### config.mk
export PLATFORM = sky130hd
export DESIGN_NAME = uart_tx_arbiter_flat
export DESIGN_NICKNAME = d
export VERILOG_FILES = /design/src/rtl/uart_tx_arbiter_if.sv /design/src/rtl/uart_tx_arbiter.sv /design/src/flat_wrapper.sv
export SDC_FILE = /design/constraint.sdc
export NUM_CORES = 1
export LEC_CHECK = 0
export ABC_AREA = 1
export CAP_MARGIN = 15
export CORE_UTILIZATION = 40
export DETAILED_ROUTE_END_ITERATION = 16
export GPL_ROUTABILITY_DRIVEN = 0
export PLACE_DENSITY_LB_ADDON = 0.15
export SLEW_MARGIN = 0
export SYNTH_ARGS = -nofsm -noshare
export SYNTH_HDL_FRONTEND = slang
export SYNTH_SLANG_ARGS = --single-unit
### constraint.sdc
create_clock -name clk -period 2.6 [get_ports clk]
set_clock_uncertainty 0.2 [all_clocks]
set_input_delay 0.52 -clock clk [delete_from_list [all_inputs] [get_ports clk]]
set_output_delay 0.52 -clock clk [all_outputs]
set_load 0.1 [all_outputs]
### src/rtl/uart_tx_arbiter_if.sv
// Requester and TX-controller handshake bundle for uart_tx_arbiter.
// The arbiter takes the slave view; client logic and the TX side take the master view.
interface uart_tx_arbiter_if #(
    parameter int NUM_REQ    = 4,
    parameter int DATA_WIDTH = 8
);
    logic [NUM_REQ-1:0]            req_valid;
    logic [NUM_REQ*DATA_WIDTH-1:0] req_data;
    logic [2*NUM_REQ-1:0]          req_parity;
    logic [2*NUM_REQ-1:0]          req_stop;
    logic [NUM_REQ-1:0]            req_ack;
    logic                          tx_ready;
    logic                          tx_valid_in;
    logic [DATA_WIDTH-1:0]         tx_data;
    logic [1:0]                    tx_parity;
    logic [1:0]                    tx_stop;
    logic                          tx_mode;

    modport master (
        output req_valid, req_data, req_parity, req_stop, tx_ready,
        input  req_ack, tx_valid_in, tx_data, tx_parity, tx_stop, tx_mode
    );

    modport slave (
        input  req_valid, req_data, req_parity, req_stop, tx_ready,
        output req_ack, tx_valid_in, tx_data, tx_parity, tx_stop, tx_mode
    );
endinterface

### src/rtl/uart_tx_arbiter.sv
// Round-robin scheduler sharing one UART TX path between NUM_REQ requesters,
// issuing one frame at a time and tracking completion/start timeout via tx_ready.
module uart_tx_arbiter #(
    parameter int NUM_REQ       = 4,
    parameter int DATA_WIDTH    = 8,
    parameter int START_TIMEOUT = 64
) (
    input  logic                       clk,
    input  logic                       reset,
    uart_tx_arbiter_if.slave           bus,
    output logic [$clog2(NUM_REQ)-1:0] grant_id,
    output logic                       busy,
    output logic                       frame_done,
    output logic                       start_err
);
    localparam int ID_W  = $clog2(NUM_REQ);
    localparam int CNT_W = $clog2(START_TIMEOUT);
    // The error fires on the cycle the count would step onto START_TIMEOUT-1,
    // which puts start_err exactly START_TIMEOUT cycles after tx_valid_in.
    localparam logic [CNT_W-1:0] CNT_LAST = CNT_W'(START_TIMEOUT - 2);
    localparam logic [ID_W-1:0]  ID_LAST  = ID_W'(NUM_REQ - 1);

    typedef enum logic [1:0] {
        IDLE,
        ISSUE,
        WAIT_START,
        WAIT_DONE
    } state_t;

    state_t                  state;
    logic [ID_W-1:0]         ptr;
    logic [CNT_W-1:0]        cnt;
    logic                    tx_valid_q;
    logic [NUM_REQ-1:0]      ack_q;
    logic [DATA_WIDTH-1:0]   data_q;
    logic [1:0]              parity_q;
    logic [1:0]              stop_q;

    logic                    sel_found;
    logic [ID_W-1:0]         sel_id;
    logic [ID_W-1:0]         idx;
    logic [NUM_REQ-1:0]      sel_onehot;
    logic [DATA_WIDTH-1:0]   sel_data;
    logic [1:0]              sel_parity;
    logic [1:0]              sel_stop;

    always_comb begin
        sel_found = 1'b0;
        sel_id    = '0;
        idx       = '0;
        for (int unsigned i = 0; i < NUM_REQ; i++) begin
            idx = ID_W'((32'(ptr) + i) % NUM_REQ);
            if (!sel_found && bus.req_valid[idx]) begin
                sel_found = 1'b1;
                sel_id    = idx;
            end
        end
    end

    always_comb begin
        sel_onehot = '0;
        sel_data   = '0;
        sel_parity = '0;
        sel_stop   = '0;
        for (int unsigned i = 0; i < NUM_REQ; i++) begin
            if (ID_W'(i) == sel_id) begin
                sel_onehot[i] = 1'b1;
                sel_data      = bus.req_data[i*DATA_WIDTH +: DATA_WIDTH];
                sel_parity    = bus.req_parity[i*2 +: 2];
                sel_stop      = bus.req_stop[i*2 +: 2];
            end
        end
    end

    always_ff @(posedge clk or posedge reset) begin
        if (reset) begin
            state      <= IDLE;
            ptr        <= '0;
            cnt        <= '0;
            tx_valid_q <= 1'b0;
            ack_q      <= '0;
            data_q     <= '0;
            parity_q   <= '0;
            stop_q     <= '0;
            grant_id   <= '0;
            busy       <= 1'b0;
            frame_done <= 1'b0;
            start_err  <= 1'b0;
        end else begin
            tx_valid_q <= 1'b0;
            ack_q      <= '0;
            frame_done <= 1'b0;
            start_err  <= 1'b0;
            unique case (state)
                IDLE: begin
                    if (bus.tx_ready && sel_found) begin
                        state      <= ISSUE;
                        grant_id   <= sel_id;
                        data_q     <= sel_data;
                        parity_q   <= sel_parity;
                        stop_q     <= sel_stop;
                        tx_valid_q <= 1'b1;
                        ack_q      <= sel_onehot;
                        busy       <= 1'b1;
                    end
                end
                ISSUE: begin
                    ptr   <= (grant_id == ID_LAST) ? '0 : grant_id + 1'b1;
                    cnt   <= '0;
                    state <= WAIT_START;
                end
                WAIT_START: begin
                    if (!bus.tx_ready) begin
                        state <= WAIT_DONE;
                    end else if (cnt == CNT_LAST) begin
                        start_err <= 1'b1;
                        busy      <= 1'b0;
                        state     <= IDLE;
                    end else begin
                        cnt <= cnt + 1'b1;
                    end
                end
                WAIT_DONE: begin
                    if (bus.tx_ready) begin
                        frame_done <= 1'b1;
                        busy       <= 1'b0;
                        state      <= IDLE;
                    end
                end
                default: state <= IDLE;
            endcase
        end
    end

    assign bus.tx_valid_in = tx_valid_q;
    assign bus.req_ack     = ack_q;
    assign bus.tx_data     = data_q;
    assign bus.tx_parity   = parity_q;
    assign bus.tx_stop     = stop_q;
    assign bus.tx_mode     = 1'b1;
endmodule

### src/flat_wrapper.sv
// flat-port wrapper written by rule: the top's interface ports become plain ports
module uart_tx_arbiter_flat 
#(
    parameter int NUM_REQ       = 4,
    parameter int DATA_WIDTH    = 8,
    parameter int START_TIMEOUT = 64
)
  (clk, reset, grant_id, busy, frame_done, start_err, bus_req_valid, bus_req_data, bus_req_parity, bus_req_stop, bus_tx_ready, bus_req_ack, bus_tx_valid_in, bus_tx_data, bus_tx_parity, bus_tx_stop, bus_tx_mode);
  uart_tx_arbiter_if #(.NUM_REQ(NUM_REQ), .DATA_WIDTH(DATA_WIDTH)) bus_i ();
  input  logic clk;
  input  logic reset;
  output logic [$clog2(NUM_REQ)-1:0] grant_id;
  output logic busy;
  output logic frame_done;
  output logic start_err;
  input wire logic [$bits(bus_i.req_valid)-1:0] bus_req_valid;
  input wire logic [$bits(bus_i.req_data)-1:0] bus_req_data;
  input wire logic [$bits(bus_i.req_parity)-1:0] bus_req_parity;
  input wire logic [$bits(bus_i.req_stop)-1:0] bus_req_stop;
  input wire logic [$bits(bus_i.tx_ready)-1:0] bus_tx_ready;
  output wire logic [$bits(bus_i.req_ack)-1:0] bus_req_ack;
  output wire logic [$bits(bus_i.tx_valid_in)-1:0] bus_tx_valid_in;
  output wire logic [$bits(bus_i.tx_data)-1:0] bus_tx_data;
  output wire logic [$bits(bus_i.tx_parity)-1:0] bus_tx_parity;
  output wire logic [$bits(bus_i.tx_stop)-1:0] bus_tx_stop;
  output wire logic [$bits(bus_i.tx_mode)-1:0] bus_tx_mode;
  assign bus_i.req_valid = bus_req_valid;
  assign bus_i.req_data = bus_req_data;
  assign bus_i.req_parity = bus_req_parity;
  assign bus_i.req_stop = bus_req_stop;
  assign bus_i.tx_ready = bus_tx_ready;
  assign bus_req_ack = bus_i.req_ack;
  assign bus_tx_valid_in = bus_i.tx_valid_in;
  assign bus_tx_data = bus_i.tx_data;
  assign bus_tx_parity = bus_i.tx_parity;
  assign bus_tx_stop = bus_i.tx_stop;
  assign bus_tx_mode = bus_i.tx_mode;
  uart_tx_arbiter #(.NUM_REQ(NUM_REQ), .DATA_WIDTH(DATA_WIDTH), .START_TIMEOUT(START_TIMEOUT)) u_core (.clk(clk), .reset(reset), .bus(bus_i), .grant_id(grant_id), .busy(busy), .frame_done(frame_done), .start_err(start_err));
endmodule
# Word-level counts from Yosys, hierarchy flattened
# Index checks and enable logic that the tools add are counted.
# totals
out_inout_bits,23
wordCells,105
in_bits,55
regBits,32
# op_classes
reduce_logical,15
add_sub_neg,5
n_eq_ne,14
mux,55
n_lt_le_gt_ge,4
# op_table
op,n
2-bit 2-to-1 mux,17
8-bit 2-to-1 mux,4
1-bit 2-to-1 mux,23
2-bit by 3-bit < comparator with 1-bit output (second input constant),4
6-bit 2-to-1 mux,2
6-bit case mux with 2 select lines,1
1-bit binary-select mux with 2-bit select,4
4-bit 2-to-1 mux,2
2-bit case mux with 4 select lines,1
6-bit by 1-bit adder with 6-bit output (second input constant),1
2-bit equality test (second input constant),3
6-bit equality test (second input constant),1
2-bit != test (second input constant),3
3-bit AND reduction,2
5-bit AND reduction,1
2-bit by 1-bit adder with 2-bit output (second input constant),2
2-bit adder (second input constant),2
2-bit equality test (first input constant),2
1-bit logical AND,4
2-bit zero test,2
2-bit by 1-bit != test with 1-bit output (second input constant),2
1-bit zero test,3
3-bit by 2-bit != test with 1-bit output (second input constant),1
1-bit case mux with 3 select lines,1
5 further kinds,5

# Logic depth before layout (Yosys ltp)
# Gate-level depths: netlist of run 1.
# depth
word_depth,17
ltp_mapped,16
ltp_nobuf,15

# Worst setup path after synthesis of run 1
# OpenSTA, ideal clock, no wires.
# synth_path
kind,input to register
from,input port bus_req_valid[1]
to,"register u_core.parity_q[1], in the netlist u_core.bus.tx_parity[1]"
arrival_ns,1.675
path_buffers,2
path_slack_ns,0.605
required_ns,2.280
setup_time_ns,0.120
stages,14
path_cell_list,inv_1 > nand2_1 > nand3_1 > nand2_2 > nor2_4 > nand3_1 > nand2_1 > nand2_2 > buf_6 > buf_4 > nand3_1 > nand3_1 > nand2_1 > nand2_1
# synth_via
elab_chain_len,17
word_cells_on_any_way,32
classes_between,eq/ne (3); mux (20); reduce/logical (9)
# synth_lines
element,line,source
"start, declared",flat_wrapper.sv:16,input wire logic [$bits(bus_i.req_valid)-1:0] bus_req_valid;
1-bit binary-select mux with 2-bit select,uart_tx_arbiter.sv:53,if (!sel_found && bus.req_valid[idx]) begin
1-bit 2-to-1 mux (not written as such),uart_tx_arbiter.sv:53,
1-bit 2-to-1 mux,uart_tx_arbiter.sv:53,
1-bit zero test,uart_tx_arbiter.sv:53,
1-bit logical AND,uart_tx_arbiter.sv:53,
1-bit 2-to-1 mux,uart_tx_arbiter.sv:53,
1-bit zero test,uart_tx_arbiter.sv:53,
1-bit logical AND,uart_tx_arbiter.sv:53,
1-bit 2-to-1 mux,uart_tx_arbiter.sv:53,
1-bit zero test,uart_tx_arbiter.sv:53,
1-bit logical AND,uart_tx_arbiter.sv:53,
2-bit 2-to-1 mux,uart_tx_arbiter.sv:53,
2-bit zero test,uart_tx_arbiter.sv:66,if (ID_W'(i) == sel_id) begin
2-bit 2-to-1 mux (4 in series),uart_tx_arbiter.sv:66,
"end signal, assigned",uart_tx_arbiter.sv:100,parity_q <= sel_parity;
"end, declared",uart_tx_arbiter.sv:36,logic [1:0] parity_q;
# Parallel ways exist; a longest one is shown, timed or not. The select of a mux whose other input is x is not followed.
# A chain may end at the register's enable or synchronous reset.

# Worst setup path after layout of run 1
# layout_path
from,input port bus_req_valid[1]
to,"register u_core.data_q[7], in the netlist u_core.bus.tx_data[7]"
# layout_via
elab_chain_len,17
word_cells_on_any_way,32
classes_between,eq/ne (3); mux (20); reduce/logical (9)
# layout_lines
element,line,source
1-bit binary-select mux with 2-bit select,uart_tx_arbiter.sv:53,
1-bit 2-to-1 mux (not written as such),uart_tx_arbiter.sv:53,
1-bit 2-to-1 mux,uart_tx_arbiter.sv:53,
1-bit zero test,uart_tx_arbiter.sv:53,
1-bit logical AND,uart_tx_arbiter.sv:53,
1-bit 2-to-1 mux,uart_tx_arbiter.sv:53,
1-bit zero test,uart_tx_arbiter.sv:53,
1-bit logical AND,uart_tx_arbiter.sv:53,
1-bit 2-to-1 mux,uart_tx_arbiter.sv:53,
1-bit zero test,uart_tx_arbiter.sv:53,
1-bit logical AND,uart_tx_arbiter.sv:53,
2-bit 2-to-1 mux,uart_tx_arbiter.sv:53,
2-bit zero test,uart_tx_arbiter.sv:66,
8-bit 2-to-1 mux (4 in series),uart_tx_arbiter.sv:66,
"end signal, assigned",uart_tx_arbiter.sv:99,data_q <= sel_data;
"end, declared",uart_tx_arbiter.sv:35,logic [DATA_WIDTH-1:0] data_q;
# Parallel ways exist; a longest one is shown, timed or not. The select of a mux whose other input is x is not followed.

==> run_results.csv, run 1 <==
group,metric,value,unit
setup_path,cp_max_fo,12,
global_route,grt_overflow,0,
cts,cts_hold_repair.buffers,0,
sta,finalMaxSlewViolations,0,
pwr,p_switching,2.51,mW
run_status,status,"finished clean",
pwr,p_leak,1.67,nW
detailed_routing,routedWlPerCell,11.2,µm
finish,drive_above_1_share,17.3,%
detailed_routing,drtIter0Drc,126,
logic_synthesis,synthCells,327,
finish,layout.nets,473,
cts,clk_pin_slew,0.07,ns
pwr,peakVddDrop,599,µV
global_route,track_usage,20.3,%
floorplan,fp.coreArea,5170,µm²
min_path,min-delay-path-class,"flip-flop to flip-flop",
sta,hold_viol,0,
global_route,grt_max_degree,33,
setup_path,path_class,"input pin to flip-flop",
placed_design,port_buffers,76,
floorplan,die_h,75.6,µm
finish,mostFrequentLayoutCell,"nand2_1",
setup_path,crit_path_end_kind,"flip-flop",
cts,clk_latency,0.29,ns
cts,cts.sinks,32,
logic_synthesis,syn_area,2170,µm²
finish,area_growth,44.3,%
sta,fmax,430,MHz
pwr,sw_frac_of_total,55.6,%
detailed_routing,vias,2233,
finish,n_antenna_cell,0,
cts,cts-root-buf,"clkbuf_8",
setup_path,rr_worst_depth,11,
cts,cts_resized,0,
global_route,grt_pass1_vias,1888,
logic_synthesis,seq_area_frac_synth,37.0,%
min_path,min-delay-start,"u_core.bus.tx_data[0]",
setup_path,r2r-end,"u_core.bus.tx_data[3]",
setup_path,reg2reg_slack,0.39,ns
finish,finalNonFillerCells,486,
logic_synthesis,ys_types,26,
placed_design,numPlacedInstances,478,
detailed_routing,wirelength,5430,µm
sta,post-route-min-period,2.33,ns
sta,rsz0062_at_grt,"no",
min_path,min_to,"u_core.bus.tx_data[0]",
sta,post-route-period-util,89.5,%
floorplan,die_area,5720,µm²
pwr,power,4.51,mW
finish,final_cell_mix,"107 x nand2_1, 54 x clkdlybuf4s50_1, 44 x inv_1",
logic_synthesis,synth_area_per_cell,6.63,µm²
setup_path,r2r_start,"u_core.ptr[0]",
global_route,antenna_found_initial,0,
global_route,grt_pass1_wl,8590,µm
setup_path,startpoint_type,"input pin",
pwr,comb_power_share,70.0,%
flow_run,cap_violations,0,
detailed_routing,drc,0,
detailed_routing,postRouteAntennaNets,0,
floorplan,fp.dieW,75.6,µm
setup_path,critPathArrivalTime,2.31,ns
floorplan,num_rows,26,
cts,cts_buffers,5,
pwr,p_int,2.00,mW
pwr,p_clk_share,11.8,%
pwr,p_seq_share,18.2,%
sta,fin_setup_tns,0,ns
cts,cts_buffer_depth,2,
logic_synthesis,synthesis.nets,385,
pwr,p_per_area,1440,nW/µm²
placed_design,dp_hpwl,4120,µm
setup_path,required,2.58,ns
logic_synthesis,ys_ff_latch,32,
detailed_routing,firstDrtPassIters,4,
cts,cts_setup_buffers,0,
floorplan,ioPinCount,78,
floorplan,initial_core_util,41.9,%
cts,cts_tree,"yes",
detailed_routing,vias_per_cell,4.59,
cts,cts_max_level,2,
min_path,whs_path_depth,2,
logic_synthesis,yosys_warnings,0,
sta,finalSetupViolCount,0,
metal layers:
metal | track usage (%) | share of wire [%] | vias to the layer above
met2 | 31.1 | 46 | 62
met4 | 8.02 | 1.3 | 0
met3 | 5.03 | 5.7 | 6
met1 | 27.8 | 47 | 984
li1 | - | - | 1181
met5 | 0 | 0 | -
cell families after synthesis:
logic type	Yosys count	share of synthesized area [%]
AOI/OAI and AO/OA	19	4.85
adders and majority gates	3	1.73
buffers and inverters	58	12.4
DFF	32	37.0
other	1	0.173
and+or+nand+nor	214	43.9
flip-flops by register name, summed over array words and instances, names as in the netlist, 2 cells and up:
register / count
u_core.grant_id: 2
u_core.bus.tx_data: 8
u_core.bus.req_ack: 4
u_core.bus.tx_stop: 2
u_core.cnt: 6
u_core.bus.tx_parity: 2
u_core.state: 2
u_core.ptr: 2
cells in the mapped netlist:
cell | number | area [µm²]
and3_1 | 2 | 12.5
o21ai_0 | 10 | 50.1
ha_1 | 3 | 37.5
nand3_1 | 37 | 185
nand2_1 | 107 | 402
o21ai_1 | 1 | 5.00
nand2_2 | 12 | 75.1
o31ai_1 | 1 | 7.51
o311a_1 | 1 | 10.0
inv_1 | 44 | 165
dfrtp_1 | 32 | 801
o21a_1 | 1 | 7.51
or2_2 | 3 | 18.8
nor3_1 | 8 | 40.0
buf_2 | 2 | 10.0
a21oi_1 | 5 | 25.0
nor2_2 | 3 | 18.8
nor2_1 | 35 | 131
nand3b_1 | 1 | 7.51
nand3_2 | 2 | 20.0
nor2_4 | 3 | 33.8
conb_1 | 1 | 3.75
buf_6 | 4 | 45.0
buf_4 | 5 | 37.5
nand4_1 | 1 | 6.26
inv_2 | 3 | 11.3
worst max path at each step:
stage / depth (start not counted) / from / slack (ns) / to
finish: 15 / bus_req_valid[1] / 0.27 / u_core.bus.tx_data[7]
global route: 15 / bus_req_valid[1] / 0.09 / u_core.bus.tx_data[0]
CTS: 15 / bus_req_valid[1] / 0.29 / u_core.bus.tx_data[0]
detailed placement: 15 / bus_req_valid[1] / -0.02 / u_core.bus.tx_data[5]
global placement: 12 / bus_req_valid[1] / 0.007 / u_core.bus.tx_data[6]
floorplan: 14 / bus_req_valid[1] / 0.60 / u_core.bus.tx_parity[1]
worst max-delay path, stage by stage:
cell             delay, ns
clkdlybuf4s50_1       0.47
inv_1                 0.05
nand2_1               0.09
nand3_1               0.12
nand2_2               0.13
inv_1                 0.05
nand3_1               0.06
nor2_1                0.05
nor2_2                0.21
buf_4                 0.23
nor2_1                0.05
nor2_1                0.10
nand3_1               0.07
nand2_1               0.06
nand2_1               0.04
power groups by stage:
| stage | Combinational [mW] | Sequential (mW) | Clock (mW) |
|---|---|---|---|
| 6_report | 3.16 | 0.820 | 0.533 |
| 5_1_grt | 3.45 | 0.847 | 0.570 |
| 4_1_cts | 3.17 | 0.819 | 0.551 |
| 3_5_place_dp | 3.16 | 0.825 | 0 |
| 3_3_place_gp | 3.14 | 0.826 | 0 |
| 2_1_floorplan | 1.56 | 1.70 | 0 |
layout make-up:
class                      count  area [µm²]
clock buffer                   7        96.3
tap                           70        87.6
clock inverter                 1        30.0
fill                         463        2050
timing repair buffer          92         838
multi-input combinational    237        1100
inverter                      47         176
sequential                    32         801
stage by stage:
stage                     hold WS (ns)  setup WS (ns)  util, %  instance area, µm²
after CTS                        0.285          0.293     60.4                3130
after floorplan                  0.289          0.605        -                2170
after detailed placement         0.267        -0.0225     58.0                3000
final                            0.288          0.272     60.4                3130
after global routing             0.322         0.0936     60.4                3130
after global placement           0.266        0.00731     58.0                3000
Note: power is estimated with default switching activity, not from simulation.
==> inputs of run 2 (changes only) <==
--- a/constraint.sdc
+++ b/constraint.sdc
@@ -3,3 +3,3 @@
 set_input_delay 0.52 -clock clk [delete_from_list [all_inputs] [get_ports clk]]
 set_output_delay 0.52 -clock clk [all_outputs]
-set_load 0.1 [all_outputs]
+set_load 0.005 [all_outputs]
==> run_results.csv, run 2 (same netlist as run 1, synthesis figures left out) <==
group,metric,value,unit
setup_path,path_buf_inv,4,
floorplan,fp.dieW,75.6,µm
pwr,p_leak,1.62,nW
sta,fmax,427,MHz
detailed_routing,vias,2219,
finish,drive_above_1_share,11.6,%
global_route,track_usage,20.3,%
min_path,min-delay-path-class,"flip-flop to flip-flop",
flow_run,cap_violations,0,
setup_path,cp_max_fo,18,
pwr,peakVddDrop,455,µV
cts,clk_pin_slew,0.07,ns
detailed_routing,drtIter0Drc,128,
detailed_routing,dr.max_layer_used,"met4",
global_route,grt_pass1_vias,1946,
setup_path,rr_worst_depth,11,
setup_path,r2r-end,"u_core.bus.tx_data[3]",
cts,cts_setup_buffers,0,
finish,mostFrequentLayoutCell,"nand2_1",
detailed_routing,postRouteAntennaNets,0,
cts,cts_buffers,5,
sta,finalMaxSlewViolations,0,
sta,finalSetupViolCount,0,
sta,worst_slack,0.259,ns
setup_path,path_delay_family,"simple AND/OR/NAND/NOR gates",
setup_path,startpoint_type,"input pin",
detailed_routing,firstDrtPassIters,4,
pwr,p_per_area,1130,nW/µm²
sta,rsz0062_at_grt,"no",
setup_path,path_class,"input pin to flip-flop",
finish,final_cell_mix,"107 x nand2_1, 76 x clkdlybuf4s50_1, 44 x inv_1",
setup_path,critPathArrivalTime,2.33,ns
min_path,min_to,"u_core.bus.tx_data[0]",
detailed_routing,vias_per_cell,4.58,
setup_path,max_stage_delay,0.42,ns
min_path,min-delay-start,"u_core.bus.tx_data[0]",
global_route,grt_max_degree,33,
run_status,status,"finished clean",
cts,clk_latency,0.30,ns
finish,n_antenna_cell,0,
floorplan,initial_core_util,41.9,%
setup_path,path_common_cell,"nand2_1",
detailed_routing,wl_met1,2610,µm
sta,post-route-period-util,90.0,%
setup_path,crit_path_end_kind,"flip-flop",
floorplan,fp.coreArea,5170,µm²
global_route,grt_pass1_wl,8730,µm
floorplan,num_rows,26,
global_route,antenna_found_initial,0,
finish,final_core_util,60.9,%
cts,cts_tree,"yes",
cts,cts_resized,0,
global_route,grt_overflow,0,
cts,cts.sinks,32,
setup_path,path_cells,"clkdlybuf4s50_1, inv_1, nand2_1, nand3_1, nand2_2, nor2_4, nand3_1, nand2_1, nand2_2, nor2_4, buf_12, nand2_1, nand2_1, inv_1, nand2_1, nand2_1",
detailed_routing,wl_met2,2500,µm
detailed_routing,wl_met3,254,µm
detailed_routing,wirelength,5410,µm
sta,hold_viol,0,
finish,area_growth,45.4,%
detailed_routing,routedWlPerCell,11.2,µm
floorplan,die_h,75.6,µm
cts,cts_max_level,2,
sta,post-route-min-period,2.34,ns
cts,cts_hold_repair.buffers,0,
setup_path,r2r_start,"u_core.ptr[0]",
cts,cts-root-buf,"clkbuf_8",
detailed_routing,drc,0,
placed_design,post-place-ws,-0.0345,ns
setup_path,required,2.59,ns
placed_design,port_buffers,76,
setup_path,reg2reg_slack,0.32,ns
finish,layout.nets,471,
finish,largest_register_ffs,8,
cts,cts_buffer_depth,2,
placed_design,dp_hpwl,4070,µm
setup_path,cp_slowest_cell,"clkdlybuf4s50_1",
floorplan,ioPinCount,78,
floorplan,die_area,5720,µm²
min_path,whs_path_depth,2,
[run 2: where the power goes]
part | leakage (nW) | switching, mW | internal (mW)
logic | 1.15 | 1.25 | 1.01
registers | 0.409 | 0.141 | 0.680
clock network | 0.0541 | 0.208 | 0.284
[run 2: worst reg2reg max path: cells and delay by family (launching register included)]
| family | cells | cell delay [ns] |
|---|---|---|
| flops | 1 | 0.53 |
| buf+inv | 3 | 0.37 |
| simple gates | 7 | 0.97 |
| compound gates | 1 | 0.09 |
[run 2: how the worst max path moves through the flow]
stage                                 from                 endpoint  slack [ns]  cells past startpoint
after floorplan           bus_req_valid[1]  u_core.bus.tx_parity[1]        0.61                     14
after global placement    bus_req_valid[1]    u_core.bus.tx_data[6]     -0.0005                     12
after detailed placement  bus_req_valid[1]    u_core.bus.tx_data[3]       -0.03                     12
after CTS                 bus_req_valid[1]    u_core.bus.tx_data[7]        0.26                     16
after global routing      bus_req_valid[1]    u_core.bus.tx_data[7]        0.05                     14
final                     bus_req_valid[1]    u_core.bus.tx_data[7]        0.26                     16
[run 2: cell type report]
| type | count | area [µm²] |
|---|---|---|
| Tap cell | 70 | 87.6 |
| Inverter | 47 | 176 |
| Clock inverter | 3 | 42.5 |
| Sequential cell | 32 | 801 |
| Timing Repair Buffer | 90 | 878 |
| Fill cell | 493 | 2020 |
| Multi-Input combinational cell | 237 | 1100 |
| Clock buffer | 5 | 68.8 |
[run 2: per-stage QoR]
step           power, mW  hold slack, ns  setup TNS (ns)  cell area (µm²)  cells
2_1_floorplan       2.36           0.272               0             2170    327
5_1_grt             3.94           0.323               0             3150    484
6_report            3.57           0.290               0             3150    484
3_5_place_dp        3.08           0.272          -0.228             3040    476
4_1_cts             3.59           0.289               0             3150    484
3_3_place_gp        3.06           0.267       -0.000483             3040    476
[run 2: layer usage]
metal / vias to the layer above / GRT usage, %
met4: 0 / 4.94
met5: - / 0
met3: 4 / 4.63
met1: 988 / 27.5
li1: 1174 / -
met2: 53 / 33.0
==> inputs of run 3 (changes only) <==
- GPL_ROUTABILITY_DRIVEN: 0 -> not set
==> results of run 3 <==
No change in the layout: final DEF, timing and power equal those of run 2.
